File: src/rtl/dmem_port_arbiter.sv
// -----------------------------------------------------------------------------
// dmem_port_arbiter
//
// Purpose:
//   Shares the single data-memory port between the core mem stage (requester 0)
//   and a debug/DMA master (requester 1). One request is accepted at a time via
//   a valid/ready handshake with round-robin tie-breaking. The accepted request
//   becomes a registered one-cycle memory command; reads then wait
//   READ_LATENCY cycles and the returned data is registered back to the
//   requester that issued it.
//
// Parameters:
//   READ_LATENCY  cycles from the command cycle until i_dmem_rdata is valid
//                 (legal range 1..7)
//
// Ports:
//   i_clk, i_rst                 clock (rising edge), async active-low reset
//   i_rN_valid / o_rN_ready      requester N handshake (N = 0, 1)
//   i_rN_addr/ren/wen/wdata/mask requester N command fields
//   o_rN_rvalid / o_rN_rdata     requester N read return (one-cycle pulse)
//   o_dmem_addr/ren/wen/wdata/mask  registered memory command
//   i_dmem_rdata                 memory read data
//   o_busy                       arbiter is not idle
// -----------------------------------------------------------------------------
module dmem_port_arbiter #(
    parameter int unsigned READ_LATENCY = 1
) (
    input  logic        i_clk,
    input  logic        i_rst,

    input  logic        i_r0_valid,
    output logic        o_r0_ready,
    input  logic [31:0] i_r0_addr,
    input  logic        i_r0_ren,
    input  logic        i_r0_wen,
    input  logic [31:0] i_r0_wdata,
    input  logic [3:0]  i_r0_mask,
    output logic        o_r0_rvalid,
    output logic [31:0] o_r0_rdata,

    input  logic        i_r1_valid,
    output logic        o_r1_ready,
    input  logic [31:0] i_r1_addr,
    input  logic        i_r1_ren,
    input  logic        i_r1_wen,
    input  logic [31:0] i_r1_wdata,
    input  logic [3:0]  i_r1_mask,
    output logic        o_r1_rvalid,
    output logic [31:0] o_r1_rdata,

    output logic [31:0] o_dmem_addr,
    output logic        o_dmem_ren,
    output logic        o_dmem_wen,
    output logic [31:0] o_dmem_wdata,
    output logic [3:0]  o_dmem_mask,
    input  logic [31:0] i_dmem_rdata,

    output logic        o_busy
);

    typedef enum logic [1:0] {
        ST_IDLE,
        ST_CMD,
        ST_WAIT
    } state_t;

    localparam logic [2:0] LP_LATENCY = 3'(READ_LATENCY);

    state_t      r_state;
    state_t      w_next_state;

    logic        r_last_served;
    logic        r_owner;
    logic [2:0]  r_cnt;

    logic [31:0] r_dmem_addr;
    logic        r_dmem_ren;
    logic        r_dmem_wen;
    logic [31:0] r_dmem_wdata;
    logic [3:0]  r_dmem_mask;

    logic        r_r0_rvalid;
    logic [31:0] r_r0_rdata;
    logic        r_r1_rvalid;
    logic [31:0] r_r1_rdata;

    logic        w_r0_ready;
    logic        w_r1_ready;
    logic        w_busy;
    logic        w_accept;
    logic        w_acc_owner;
    logic [31:0] w_acc_addr;
    logic [31:0] w_acc_wdata;
    logic [3:0]  w_acc_mask;
    logic        w_acc_ren;
    logic        w_acc_wen;
    logic        w_rd_done;

    // ------------------------------------------------------------------
    // FSM: state register
    // ------------------------------------------------------------------
    always_ff @(posedge i_clk or negedge i_rst) begin
        if (!i_rst) begin
            r_state <= ST_IDLE;
        end else begin
            r_state <= w_next_state;
        end
    end

    // ------------------------------------------------------------------
    // FSM: next-state logic
    // ------------------------------------------------------------------
    always_comb begin
        w_next_state = r_state;
        unique case (r_state)
            ST_IDLE: if (w_accept) w_next_state = ST_CMD;
            // r_dmem_ren is only ever set for a pure read, so it doubles as
            // the captured "this command is a read" flag.
            ST_CMD:  w_next_state = r_dmem_ren ? ST_WAIT : ST_IDLE;
            ST_WAIT: if (r_cnt == 3'd1) w_next_state = ST_IDLE;
            default: w_next_state = ST_IDLE;
        endcase
    end

    // ------------------------------------------------------------------
    // FSM: output logic (grant and busy)
    // ------------------------------------------------------------------
    always_comb begin
        w_r0_ready = 1'b0;
        w_r1_ready = 1'b0;
        w_busy     = 1'b1;
        if (r_state == ST_IDLE) begin
            w_busy = 1'b0;
            // On a tie the requester that was not served last wins.
            w_r0_ready = i_r0_valid && (!i_r1_valid ||  r_last_served);
            w_r1_ready = i_r1_valid && (!i_r0_valid || !r_last_served);
        end
    end

    assign w_accept    = w_r0_ready || w_r1_ready;
    assign w_acc_owner = w_r1_ready;
    assign w_acc_addr  = w_acc_owner ? i_r1_addr  : i_r0_addr;
    assign w_acc_wdata = w_acc_owner ? i_r1_wdata : i_r0_wdata;
    assign w_acc_mask  = w_acc_owner ? i_r1_mask  : i_r0_mask;
    assign w_acc_ren   = w_acc_owner ? i_r1_ren   : i_r0_ren;
    assign w_acc_wen   = w_acc_owner ? i_r1_wen   : i_r0_wen;

    assign w_rd_done   = (r_state == ST_WAIT) && (r_cnt == 3'd1);

    // ------------------------------------------------------------------
    // Datapath: command capture, latency counter, read return
    // ------------------------------------------------------------------
    always_ff @(posedge i_clk or negedge i_rst) begin
        if (!i_rst) begin
            r_last_served <= 1'b1;
            r_owner       <= 1'b0;
            r_cnt         <= '0;
            r_dmem_addr   <= '0;
            r_dmem_ren    <= 1'b0;
            r_dmem_wen    <= 1'b0;
            r_dmem_wdata  <= '0;
            r_dmem_mask   <= '0;
            r_r0_rvalid   <= 1'b0;
            r_r0_rdata    <= '0;
            r_r1_rvalid   <= 1'b0;
            r_r1_rdata    <= '0;
        end else begin
            // Strobes and rvalid are single-cycle pulses.
            r_dmem_ren  <= 1'b0;
            r_dmem_wen  <= 1'b0;
            r_r0_rvalid <= 1'b0;
            r_r1_rvalid <= 1'b0;

            if (w_accept) begin
                r_last_served <= w_acc_owner;
                r_owner       <= w_acc_owner;
                r_dmem_addr   <= w_acc_addr;
                r_dmem_wdata  <= w_acc_wdata;
                r_dmem_mask   <= w_acc_mask;
                // Write has priority when both ren and wen are set.
                r_dmem_wen    <= w_acc_wen;
                r_dmem_ren    <= w_acc_ren && !w_acc_wen;
            end

            if ((r_state == ST_CMD) && r_dmem_ren) begin
                r_cnt <= LP_LATENCY;
            end else if (r_state == ST_WAIT) begin
                r_cnt <= r_cnt - 3'd1;
            end

            if (w_rd_done) begin
                if (r_owner) begin
                    r_r1_rdata  <= i_dmem_rdata;
                    r_r1_rvalid <= 1'b1;
                end else begin
                    r_r0_rdata  <= i_dmem_rdata;
                    r_r0_rvalid <= 1'b1;
                end
            end
        end
    end

    assign o_r0_ready   = w_r0_ready;
    assign o_r1_ready   = w_r1_ready;
    assign o_busy       = w_busy;
    assign o_dmem_addr  = r_dmem_addr;
    assign o_dmem_ren   = r_dmem_ren;
    assign o_dmem_wen   = r_dmem_wen;
    assign o_dmem_wdata = r_dmem_wdata;
    assign o_dmem_mask  = r_dmem_mask;
    assign o_r0_rvalid  = r_r0_rvalid;
    assign o_r0_rdata   = r_r0_rdata;
    assign o_r1_rvalid  = r_r1_rvalid;
    assign o_r1_rdata   = r_r1_rdata;

endmodule

File: config.mk
export PLATFORM = sky130hd
export DESIGN_NAME = dmem_port_arbiter
export DESIGN_NICKNAME = d
export VERILOG_FILES = /design/src/rtl/dmem_port_arbiter.sv
export SDC_FILE = /design/constraint.sdc
export NUM_CORES = 1
export LEC_CHECK = 0
export CORE_MARGIN = 3
export CORE_UTILIZATION = 45
export DETAILED_ROUTE_END_ITERATION = 16
export PLACE_DENSITY = 0.92
export SLEW_MARGIN = 20
export SYNTH_ARGS = -nofsm -noshare
export SYNTH_HDL_FRONTEND = slang
export SYNTH_SLANG_ARGS = --single-unit
File: constraint.sdc
create_clock -name i_clk -period 3.55 [get_ports i_clk]
set_input_delay 0.355 -clock i_clk [delete_from_list [all_inputs] [get_ports i_clk]]
set_output_delay 0.355 -clock i_clk [all_outputs]
set_load 0.03 [all_outputs]
==> results by group <==
Status
  • Outcome: finished with violations
  • Failing checks: hold timing

Synthesis
  • Syn Nets: 768
  • Predominant post-synthesis flop cell: dfrtp_1
  • Synthesized area: 6834 um^2
  • Synth Register Bits: 143
  • Post-synthesis sequential area ratio: 0.5238
  • Synth cell types: 35
  • Synthesized instance count: 590
  • Fraction of registers with async set/reset: 1.000
  • Post-synth EDFFs: 0
  • Mapped Avg Cell Area: 11.58 um^2
  • Synth warn: 0

Critical path
  • Crit path max-delay family: buffers and inverters
  • Setup CP Type: reg2out
  • CP Capture Type: primary output
  • Cell Chain, Critical Path: nor2_4, o211a_1, clkdlybuf4s50_1
  • Setup crit start kind: flop
  • Slowest-stage cell, CP: clkdlybuf4s50_1
  • Crit-path max cell delay: 0.73 ns
  • Reg-to-reg setup timing slack: ~1.1 ns
  • Reg2reg start: r_state[1]$_DFFE_PN0P_
  • R2R Path End: o_r0_rdata[2]$_DFFE_PN0P_
  • Worst EP arrival: 2.50 ns
  • Worst Path Max Fanout: 26
  • WP buf/inv: 1
  • R2r worst-path depth: 4
  • CP Data Required Time: 3.19 ns

Clock tree
  • Num CTS Buffers: 17
  • H-tree levels: 4
  • TritonCTS sink count: 143
  • Clock buffer depth: 2
  • CTS tree: yes
  • Post-CTS Resized: 0
  • Clock root cell: clkbuf_16
  • Post-CTS Setup Bufs: 0
  • Clock Latency Late Sink: 0.41 ns
  • Worst-path clk slew: 0.06 ns
  • CTS Hold Bufs: 0

Floorplanning
  • Core area: 14,700 um^2
  • Chip height: 129.2 um
  • Die width: between 100 and 150 um
  • Initial core utilization: 0.4649
  • # IOs: 315
  • Die ar.: 16,700 um^2
  • # rows: 44

Power
  • Leak Pwr: 4.559 nW
  • Max rail drop VDD: slightly above 0.5 mV
  • Final Power: 9.345 mW
  • Power per standard cell area: 877.9 nW/um^2

STA
  • Final period util: 0.8032
  • Fmax: 350.7 MHz
  • Post-route minimum period: 2.851 ns
  • Setup TNS: 0 ns
  • Worst-Margin Slew: 0.8338 ns
  • Clk_skew: 0.007920 ns
  • Worst hold margin: -0.02473 ns
  • Max-slew headroom: 0.4442
  • Unrepaired setup endpoints after global routing: false
  • Hold Fails Final Rpt: 10
  • Final setup vio count: 0
  • Count of final max-slew check failures: 0

Min path
  • Worst Hold Class: in2async

Placed design
  • Cells after DPL: 1,035
  • I/O Buffers: 314
  • Post-DP HPWL: 15,690 um
  • RD Place Congestion: 0.8514

Global routing
  • Largest net degree at the start of global routing: 89
  • GRT Residual Overflow: 0
  • Tot GR Track Use: 0.2704
  • Vias in the first global route: 6,329
  • Initial antenna violation count: 1
  • First-pass GRT wire length: 35,150 um

Route
  • DR WL/cell: roughly 22 um
  • DR iter-0 viols: 477
  • DRT Pass-1 Iters: 5
  • Avg Vias per Cell: 5.837
  • DRC: 0
  • Detail Route Antenna Nets: 0
  • Vias: 6,222
  • Routed WL: 22,920 um

Final layout
  • Ant diodes: 0
  • Post-layout nets: 1,048
  • Non-filler instance count after layout: 1,066
  • Fill count: 1,014
  • Fraction of layout cells with a size suffix above 1: 0.1236
  • Area Growth Syn to Fin: 55.77%
  • Final Core Density: 0.7242

Job
  • Max Cap Viol: 0
==> worst max path at each step <==
stage                                    startpoint                            to  slack (ns)  cells after the start
after floorplan           r_last_served$_DFFE_PN1P_                    o_r0_ready        1.83                      3
after global placement    r_last_served$_DFFE_PN1P_  o_dmem_wdata[13]$_DFFE_PN0P_        0.94                      3
after detailed placement  r_last_served$_DFFE_PN1P_    o_dmem_addr[1]$_DFFE_PN0P_        0.95                      3
after CTS                    r_state[0]$_DFFE_PN0P_                    o_r0_ready        0.68                      3
after global routing         r_state[0]$_DFFE_PN0P_                    o_r0_ready        0.60                      3
final                        r_state[0]$_DFFE_PN0P_                    o_r0_ready        0.70                      3
==> synthesized netlist by cell type (all sizes together), types with 2 or more instances <==
library cell	instances	area (um^2)
inv	7	26.28
ha	2	25.02
a21oi	3	15.01
buf	10	68.81
mux2	64	829.6
nand3	2	15.01
clkbuf	57	214.0
o2111ai	68	595.6
nand2	4	15.01
o21ai	72	360.3
nand3b	69	518.0
nor2b	3	18.77
dfrtp	142	3553
and3	68	425.4
nor2	6	25.03
==> placed cells by master, fill, tap and decap left out, types with 2 or more instances in the layout <==
master and instances:
a21oi_1 3, and3_1 68, buf_4 13, bufinv_16 2, clkbuf_1 2, clkbuf_16 17, clkdlybuf4s50_1 312, clkinv_4 3
clkinvlp_4 2, dfrtp_1 142, ha_1 2, inv_1 5, inv_2 2, inv_6 3, mux2_1 9, mux2_2 26
mux2_4 29, nand2_1 3, nand3b_1 69, nor2_1 4, nor2_4 2, nor2b_1 3, o2111ai_1 68, o21ai_0 63
o21ai_1 9
==> layout make-up <==
type / count / area, um^2 / area share
multi-input cells: 373 / 2973 / 0.2793
inverters: 7 / 26.28 / 0.002468
repair buffers: 328 / 3257 / 0.3059
clock buffers: 20 / 446.7 / 0.04196
flip-flops and latches: 143 / 3580 / 0.3363
clock inverters: 11 / 132.6 / 0.01246
well taps: 184 / 230.2 / 0.02163
==> worst register-to-register path: stages, from the launching register on <==
cell and delay (ns):
dfrtp_1 0.55, nor2b_1 0.46, and3b_2 0.70, buf_4 0.34, mux2_4 0.32
==> cell families after synthesis <==
kind of cell / synth area share
XOR/XNOR: 0.001282
multiplexers: 0.1214
flip-flops: 0.5238
AND/OR/NAND/NOR: 0.1564
AO/OA/AOI/OAI: 0.1483
adder cells (fa/ha/maj): 0.003661
buffers and inverters: 0.04522
==> where the power goes <==
group | switching, mW | internal, mW | leakage (nW)
sequential | 0.473 | 2.36 | 1.78
combinational | 2.72 | 2.03 | 2.51
clock | 0.702 | 1.06 | 0.277
total | 3.90 | 5.45 | 4.56
==> registers in the layout, indices dropped and copies added, names as in the netlist <==
| signal | cells |
|---|---|
| o_dmem_addr | 32 |
| o_dmem_wdata | 32 |
| o_r0_rdata | 32 |
| o_r1_rdata | 32 |
| o_dmem_mask | 4 |
| r_cnt | 3 |
| r_state | 2 |
| o_dmem_ren | 1 |
| o_dmem_wen | 1 |
| o_r0_rvalid | 1 |
| o_r1_rvalid | 1 |
| r_last_served | 1 |
| r_owner | 1 |
==> layer usage <==
layer | track usage | up-vias | wire length, um
li1 | - | 2809 | -
met1 | 0.3303 | 3039 | 8714
met2 | 0.4518 | 332 | 11520
met3 | 0.09687 | 40 | 2155
met4 | 0.08091 | 2 | 522
met5 | 0 | - | 9
==> per-stage QoR <==
step | hold slack [ns] | setup WS [ns] | area [um^2]
after floorplan | 0.05941 | 1.834 | 6834
after global placement | 0.4690 | 0.9393 | 10060
after detailed placement | 0.4746 | 0.9499 | 10060
after CTS | 0.03755 | 0.6781 | 10640
after global routing | 0.04894 | 0.5992 | 10650
final | -0.02473 | 0.6987 | 10650
No activity file was read; power rests on OpenSTA's default activity.
